[config.mk]
export PLATFORM = sky130hd
export DESIGN_NAME = classifier_cfg_ctrl
export DESIGN_NICKNAME = d
export VERILOG_FILES = /design/src/rtl/classifier_pkg.sv /design/src/rtl/cfg_timeout_ctr.sv /design/src/rtl/classifier_cfg_ctrl.sv
export SDC_FILE = /design/constraint.sdc
export NUM_CORES = 1
export LEC_CHECK = 0
export ABC_AREA = 1
export CORE_ASPECT_RATIO = 1.2
export CORE_MARGIN = 1.5
export CORE_UTILIZATION = 54
export CTS_BUF_LIST = sky130_fd_sc_hd__clkbuf_4 sky130_fd_sc_hd__clkbuf_8
export DETAILED_ROUTE_END_ITERATION = 16
export GPL_ROUTABILITY_DRIVEN = 1
export GPL_TIMING_DRIVEN = 0
export PLACE_DENSITY_LB_ADDON = 0.05
export SYNTH_ARGS = -nofsm -noshare
export SYNTH_HDL_FRONTEND = slang
export SYNTH_SLANG_ARGS = --single-unit
export TNS_END_PERCENT = 20
[constraint.sdc]
create_clock -name clk -period 11.5 [get_ports clk]
set_input_delay 2.875 -clock clk [delete_from_list [all_inputs] [get_ports clk]]
set_output_delay 2.875 -clock clk [all_outputs]
set_load 0.02 [all_outputs]
[src/rtl/classifier_pkg.sv]
// classifier_pkg: shared constants and types for the classifier configuration
// controller. Holds the slot geometry, the register map, the two-state FSM
// encoding and the power-up threshold vector.
package classifier_pkg;

    localparam int HUE_W     = 9;
    localparam int NUM_SLOTS = 12;
    localparam int CFG_W     = HUE_W * NUM_SLOTS;

    // Register map (word addresses); 0..NUM_SLOTS-1 are the staging slots
    localparam logic [3:0] ADDR_CTRL   = 4'd12;
    localparam logic [3:0] ADDR_STATUS = 4'd13;
    localparam logic [3:0] ADDR_GEN    = 4'd14;
    localparam logic [3:0] ADDR_ACT0   = 4'd15;

    typedef enum logic {IDLE, PENDING} state_t;

    // Slot 0 sits in the MSBs
    localparam logic [CFG_W-1:0] DEFAULT_CFG = {
        9'd330, 9'd270, 9'd250, 9'd200, 9'd180, 9'd160,
        9'd70,  9'd50,  9'd330, 9'd30,  9'd50,  9'd70
    };

endpackage

[src/rtl/cfg_timeout_ctr.sv]
// cfg_timeout_ctr: idle timeout for a pending commit.
//   clk, rst : clock, asynchronous active-high reset
//   clr      : synchronous clear (takes priority over en)
//   en       : count while asserted
//   tc       : combinational terminal count, high while en and the count
//              equals TERMINAL-1 (i.e. on the TERMINAL-th enabled cycle)
module cfg_timeout_ctr #(
    parameter int TERMINAL = 1048576
) (
    input  logic clk,
    input  logic rst,
    input  logic clr,
    input  logic en,
    output logic tc
);

    localparam int CW = (TERMINAL > 2) ? $clog2(TERMINAL) : 1;

    logic [CW-1:0] cnt;

    assign tc = en && (cnt == CW'(TERMINAL - 1));

    always_ff @(posedge clk or posedge rst) begin
        if (rst)      cnt <= '0;
        else if (clr) cnt <= '0;
        else if (en)  cnt <= cnt + 1'b1;
    end

endmodule

[src/rtl/classifier_cfg_ctrl.sv]
// classifier_cfg_ctrl: double-banked threshold configuration for the pixel
// classifier. Host writes go to a staging bank; a commit copies staging into
// the active bank on the next frame_sop (or after IDLE_TIMEOUT idle cycles),
// so a frame never sees a mixed configuration.
//   clk, rst              : clock, asynchronous active-high reset
//   s_address/s_write/
//   s_writedata/s_read    : Avalon-MM slave request
//   s_readdata/
//   s_readdatavalid       : read response, 1-cycle latency
//   frame_sop             : first pixel of a frame
//   classifier_config     : active threshold vector, slot 0 in the MSBs
//   cfg_updated           : one-cycle pulse in the cycle after an apply
//   config_gen            : apply counter, wraps 255->0
// Build option: CFG_READBACK_EN enables the read path; without it the read
// outputs are tied to zero.
module classifier_cfg_ctrl #(
    parameter int NUM_SLOTS    = classifier_pkg::NUM_SLOTS,
    parameter int HUE_MAX      = 359,
    parameter int IDLE_TIMEOUT = 1048576
) (
    input  logic                                      clk,
    input  logic                                      rst,
    input  logic [3:0]                                s_address,
    input  logic                                      s_write,
    input  logic [31:0]                               s_writedata,
    input  logic                                      s_read,
    output logic [31:0]                               s_readdata,
    output logic                                      s_readdatavalid,
    input  logic                                      frame_sop,
    output logic [classifier_pkg::HUE_W*NUM_SLOTS-1:0] classifier_config,
    output logic                                      cfg_updated,
    output logic [7:0]                                config_gen
);

    import classifier_pkg::*;

    localparam int         W       = HUE_W * NUM_SLOTS;
    localparam logic [3:0] NSLOT4  = 4'(NUM_SLOTS);
    localparam logic [8:0] HUE_LIM = 9'(HUE_MAX);

    state_t         state, state_nxt;
    logic [W-1:0]   staging, active;
    logic           err;
    logic           apply, ctr_clr, tc;
    logic           wr_ctrl, commit, abort, wr_slot;

    assign wr_ctrl = s_write && (s_address == ADDR_CTRL);
    assign commit  = wr_ctrl && s_writedata[0];
    assign abort   = wr_ctrl && s_writedata[1];
    assign wr_slot = s_write && (s_address < NSLOT4);

    assign classifier_config = active;

    cfg_timeout_ctr #(.TERMINAL(IDLE_TIMEOUT)) u_timeout (
        .clk (clk),
        .rst (rst),
        .clr (ctr_clr),
        .en  (state == PENDING),
        .tc  (tc)
    );

    always_ff @(posedge clk or posedge rst) begin
        if (rst) state <= IDLE;
        else     state <= state_nxt;
    end

    // Abort outranks an apply arriving in the same cycle: the host asked to
    // drop the commit, so nothing reaches the active bank.
    always_comb begin
        state_nxt = state;
        apply     = 1'b0;
        ctr_clr   = 1'b0;
        case (state)
            IDLE: begin
                if (commit && !abort) begin
                    state_nxt = PENDING;
                    ctr_clr   = 1'b1;
                end
            end
            PENDING: begin
                if (abort) begin
                    state_nxt = IDLE;
                end else if (frame_sop || tc) begin
                    apply     = 1'b1;
                    state_nxt = IDLE;
                end
            end
            default: state_nxt = IDLE;
        endcase
    end

    always_ff @(posedge clk or posedge rst) begin
        if (rst) begin
            staging     <= DEFAULT_CFG;
            active      <= DEFAULT_CFG;
            cfg_updated <= 1'b0;
            config_gen  <= '0;
            err         <= 1'b0;
        end else begin
            cfg_updated <= apply;
            if (apply) begin
                active     <= staging;
                config_gen <= config_gen + 8'd1;
            end
            if (wr_slot) begin
                if (state == IDLE && s_writedata[8:0] <= HUE_LIM) begin
                    for (int k = 0; k < NUM_SLOTS; k++)
                        if (s_address == 4'(k))
                            staging[HUE_W*(NUM_SLOTS-1-k) +: HUE_W] <= s_writedata[8:0];
                end else begin
                    err <= 1'b1;
                end
            end
            if (s_write && s_address == ADDR_STATUS && s_writedata[1])
                err <= 1'b0;
        end
    end

`ifdef CFG_READBACK_EN
    logic [31:0] rd_mux;

    always_comb begin
        rd_mux = '0;
        if (s_address < NSLOT4) begin
            for (int k = 0; k < NUM_SLOTS; k++)
                if (s_address == 4'(k))
                    rd_mux = 32'(staging[HUE_W*(NUM_SLOTS-1-k) +: HUE_W]);
        end else if (s_address == ADDR_STATUS) begin
            rd_mux = {30'd0, err, state == PENDING};
        end else if (s_address == ADDR_GEN) begin
            rd_mux = {24'd0, config_gen};
        end else if (s_address == ADDR_ACT0) begin
            rd_mux = 32'(active[W-1 -: HUE_W]);
        end
    end

    always_ff @(posedge clk or posedge rst) begin
        if (rst) begin
            s_readdata      <= '0;
            s_readdatavalid <= 1'b0;
        end else begin
            s_readdatavalid <= s_read;
            if (s_read) s_readdata <= rd_mux;
        end
    end
`else
    assign s_readdata      = '0;
    assign s_readdatavalid = 1'b0;
`endif

    // Upper write-data bits carry nothing in this register map.
    logic unused_bits;
    assign unused_bits = &{1'b0, s_read, s_writedata[31:9]};

endmodule

== After elaboration in Yosys (flattened, before gate mapping) ==
Index checks and enable logic that the tools add are counted.
Word-level totals
  register bits: 246
  bits of input ports: 41
  output and inout bits: 150
  word-level logic and storage cells: 68
Cells by class
  $add $sub $neg: 2
  $lt $le $gt $ge: 2
  equal/unequal tests: 13
  muxes and demuxes: 10
  bitwise gates (word level): 1
  reduce and logical (&&, ||, !) cells: 23
Operators with widths (count)
  20-bit two-way mux: 2
  3-bit AND reduction: 12
  20-bit by 1-bit adder with 20-bit output, second input constant: 1
  20-bit equality test, second input constant: 1
  4-bit equality test, second input constant: 5
  4-bit by 3-bit equality test with 1-bit output, second input constant: 4
  9-bit <= comparator, second input constant: 1
  8-bit by 1-bit adder with 8-bit output, second input constant: 1
  4-bit by 2-bit equality test with 1-bit output, second input constant: 2
  1-bit logical AND: 7
  1-bit two-way mux: 7
  4-bit by 1-bit equality test with 1-bit output, second input constant: 1
  4-bit zero test: 1
  4-bit < comparator, second input constant: 1
  1-bit one-hot mux with 2 select lines: 1
  2-bit nonzero test: 1
  1-bit zero test: 1
  1-bit logical OR: 1
  1-bit NOT: 1

== Logic depth before layout (Yosys ltp) ==
  word-level depth: 8
  depth in mapped cells: 12
  gate-level depth less buffers: 10

== By module ==
A second synthesis with hierarchy kept.
Second synthesis, totals
  cell total of the unflattened synthesis: 1254
  area total of the unflattened synthesis: 10887.9 um2
Modules (own cells, without submodules)
  classifier_cfg_ctrl: instances 1, cells each 1088, area each 9680.5 um2, sequential area each 5763.0 um2
  cfg_timeout_ctr: instances 1, cells each 166, area each 1207.4 um2, sequential area each 500.5 um2

== Least setup slack after synthesis ==
OpenSTA, ideal clock, no wires.
  kind: input to register
  start point: in s_address[0]
  end point: reg active[23], in the netlist classifier_config[23]
  library setup time: 0.117 ns
  data arrival time: 3.891 ns
  data required time: 11.383 ns
  slack: 7.492 ns
  stages on the path: 9
  path buffers: 3
  path through: inv_1 > nand2_1 > nor3_2 > a21oi_1 > buf_4 > buf_4 > buf_2 > nand3_1 > nand2_1
Between the ends
  cells in the longest elaborated chain, start to end: 5
Ends and longest elaborated chain
  from (decl): line classifier_cfg_ctrl.sv:23  | input logic [3:0] s_address,
  4-bit equality test: line classifier_cfg_ctrl.sv:47  | assign wr_ctrl = s_write && (s_address == ADDR_CTRL);
  1-bit logical AND: line classifier_cfg_ctrl.sv:47
  1-bit logical AND: line classifier_cfg_ctrl.sv:49  | assign abort = wr_ctrl && s_writedata[1];
  1-bit two-way mux: line classifier_cfg_ctrl.sv:81  | if (abort) begin
  1-bit two-way mux: line classifier_cfg_ctrl.sv:73  | case (state)
  to (signal assigned): line classifier_cfg_ctrl.sv:102  | active <= staging;
  to (decl): line classifier_cfg_ctrl.sv:42  | logic [W-1:0] staging, active;
No other way between the ends.
A chain may end at the register's enable or synchronous reset.

== Worst setup path in the final report ==
  start point: reg active[92], in the netlist classifier_config[92]
  end point: out classifier_config[92] (netlist bit)
RTL lines
  to (decl): line classifier_cfg_ctrl.sv:30  | output logic [classifier_pkg::HUE_W*NUM_SLOTS-1:0] classifier_config,
No word-level cell between the ends.

==> Flow_metrics.wiki <==
{| class="wikitable"
! Metric !! Value
|-
| Synthesized area || 10500 um2
|-
| Fraction of layout cells with a size suffix above 1 || 18.6%
|-
| Period utilization || 39.9%
|-
| Gate count of the mapped netlist || 1122
|-
| Arrival time at the worst endpoint || 1710 ps
|-
| Horiz. Die Dim || about 130 um
|-
| Setup crit start kind || flop
|-
| Max-slew headroom at the worst pin || roughly two fifths
|-
| Synth top area cells || dfrtp_1, dfstp_2, nand2_1
|-
| Chain of cells forming the critical path || clkdlybuf4s50_1
|-
| Longest individual stage delay on the worst path || 610 ps
|-
| Layout Area Growth over Synthesis || 25.0%
|-
| Initial DRC Count || 525
|-
| Pwr Total || 2190 uW
|-
| Die Area || 20300 um2
|-
| Routed Wire Length || 24.7 mm
|-
| Cell accounting for the most synthesized area || dfrtp_1
|-
| Number of H-tree levels || 2
|-
| Clk Tree Root Cell || clkbuf_8
|-
| Gr ovfl total || 0
|-
| Maximum buffer depth of the clock tree || 3
|-
| Final critical-path required period || 4580 ps
|-
| Register area share after synthesis || approximately three fifths
|-
| Final worst clock skew || 17.2 ps
|-
| Setup repair after global routing missed its margin || false
|-
| Endpoint type of the worst setup path || primary output
|-
| Clock input transition at the sequential cells of the worst setup and hold paths || 60 ps
|-
| Share of async-settable or async-resettable flops after synthesis || 100%
|-
| Post-DR vias/cell || 5.06
|-
| Run status || complete, no violations
|-
| Setup Viol. Count Final || 0
|-
| Remaining routing DRC violations || 0
|-
| Effective utilization at floorplan || 55.4%
|-
| Number of buffer cells added on primary ports || 133
|-
| Hold Crit Class || reg2reg
|-
| Post-route antenna net violation count || 0
|-
| Count of vias placed by the detailed router || 8175
|-
| Worst Path Class, Setup || reg2out
|-
| Max-cap viol count || 0
|-
| Top flip-flop cell by instance count after synthesis || dfrtp_1
|-
| Initial antenna violation count || 0
|-
| Worst endpoint required time || roughly 8600 ps
|-
| Placeable core area || 18900 um2
|-
| Transition at the pin with the smallest max-transition slack || 889 ps
|-
| Overall die height || 156 um
|-
| Final Slew Violations || 0
|-
| Number of synthesized flops with an enable pin || 0
|-
| Sum of net half-perimeters after detailed placement || 16.3 mm
|-
| CTS tree || yes
|-
| ANT cells || 0
|-
| Global-route wire length before repair || 40.2 mm
|-
| Ports || 191
|-
| Number of iterations in the first detailed-routing pass || 5
|-
| Max stage delay cell, worst path || clkdlybuf4s50_1
|-
| Routed wirelength normalized by instance count || 15.3 um
|-
| Syn Area/Cell || 9.35 um2
|-
| Last weighted congestion value of the routability-driven placer || 0.826
|-
| Fill cell total of the finished layout || 1590
|-
| Timing-limited maximum frequency || 218 MHz
|-
| Most used standard cell by instance count after synthesis || nand2_1
|-
| Static leakage power || 0.00637 uW
|-
| Top fanout value on the critical path || 2
|-
| Post-CTS sizing || 0
|-
| Count of yosys warnings during synthesis || 0
|-
| Sink Count || 246
|-
| Hold Violations, Final || 0
|-
| Critical path buffer and inverter count || 1
|-
| Post-synth top cells || nand2_1, dfrtp_1, nand3_1, o21ai_0, dfstp_2
|-
| Vias in the first global route || 7926
|-
| Delay-heaviest family, CP || buffers and inverters
|-
| Number of hold-repair buffers added at the cts stage || 0
|-
| Area fraction of the dominant cell type after synthesis || between 30% and 40%
|-
| Synth cell types || 29
|-
| Worst IR drop on VDD || 0.127 mV
|-
| Num CTS Buffers || 39
|-
| Largest net degree at the start of global routing || 134
|-
| Source-to-sink clock delay at the later pin of the worst-skew pair || ~540 ps
|-
| Post CTS Setup Buffer Count || 0
|-
| Total Negative Setup Slacks || 0 ps
|-
| Register bit count reported by yosys || 246
|-
| Global Route Usage Sum || roughly 25%
|-
| Power per Cell Area || around 170 nW/um2
|-
| Number of rows in the core area || 55
|-
| Number of nets in the layout || 1372
|}
## per-stage QoR
stage / cell area [um2] / worst slack, ps / hold slack, ps / util, % / instances
floorplan: 10600 / 2010 / 454 / - / 1154
global placement: 12300 / -956 / 451 / 64.8 / 1543
detailed placement: 12300 / 6540 / 452 / 65.0 / 1544
CTS: 13100 / 6900 / 461 / 69.3 / 1615
global route: 13100 / 6890 / 477 / 69.3 / 1615
finish: 13100 / 6920 / 458 / 69.3 / 1615
## layout make-up
cell class / instances / area [um2] / share of cell area (%)
plain buffers: 96 / 658 / 5.02
clock buffers: 66 / 790 / 6.02
clock inverters: 5 / 28.8 / 0.219
inverters: 42 / 170 / 1.30
multi-input cells: 770 / 3530 / 26.9
flip-flops and latches: 246 / 6260 / 47.8
well taps: 256 / 320 / 2.44
repair buffers: 134 / 1360 / 10.4
## kinds of logic (layout without fill, tap and decap cells)
| family | Yosys count | after routing | share of synthesized area [%] |
|---|---|---|---|
| adders and majority gates | 2 | 2 | 0.238 |
| xor gates and xnor gates | 7 | 7 | 0.584 |
| AOI/OAI and AO/OA | 123 | 123 | 5.90 |
| DFF | 246 | 246 | 59.7 |
| buffers and inverters | 138 | 343 | 7.82 |
| and+or+nand+nor | 605 | 605 | 25.7 |
| other | 1 | 33 | 0.0357 |
## sequential cells by signal (all words and copies together) (netlist names)
| name | count |
|---|---|
| staging | 108 |
| config_gen | 8 |
| cfg_updated | 1 |
| u_timeout.cnt | 20 |
| classifier_config | 108 |
| state | 1 |
## layer usage
layer	global-route usage, %	wire length [um]	up-vias	share of wire [%]
li1	-	-	3989	-
met1	33.5	10500	3918	42
met2	42.2	12200	227	50
met3	4.63	1420	41	5.8
met4	8.04	546	0	2.2
met5	0	0	-	0
## power breakdown
part | switching (uW) | internal [uW]
logic | 184 | 133
clock network | 336 | 432
registers | 79.2 | 1020
## placed cells by master, fill, tap and decap left out, types with 2 or more instances in the layout
master           instances
a21oi_1                  5
buf_1                    3
buf_2                   22
buf_4                   37
buf_6                   16
clkbuf_1                17
clkbuf_4                19
clkbuf_8                47
clkdlybuf4s50_1        133
clkinv_2                 4
conb_1                  33
dfrtp_1                160
dfstp_2                 86
ha_1                     2
inv_1                   39
nand2_1                399
nand2_4                  2
nand3_1                142
nand3b_1                 3
nand4_1                  5
nand4_2                  2
nand4_4                 10
nor2_1                  37
nor3_1                   3
o21ai_0                116
xor2_1                   7
## path summary, 6_finish.rpt
check / startpoint / end / slack (ps) / cells after the start
worst max-delay path: classifier_config[92] / classifier_config[92] / 6920 / 1
worst min-delay path: classifier_config[41] / classifier_config[41] / 460 / 2
worst max register to register: u_timeout.cnt[1] / classifier_config[26] / 9540 / 12
worst min register to register: classifier_config[41] / classifier_config[41] / 460 / 2
max in group asynchronous: rst / classifier_config[76] / 7580 / 3
min in group asynchronous: rst / config_gen[5] / 2850 / 2
(Power assumes the default switching activity.)
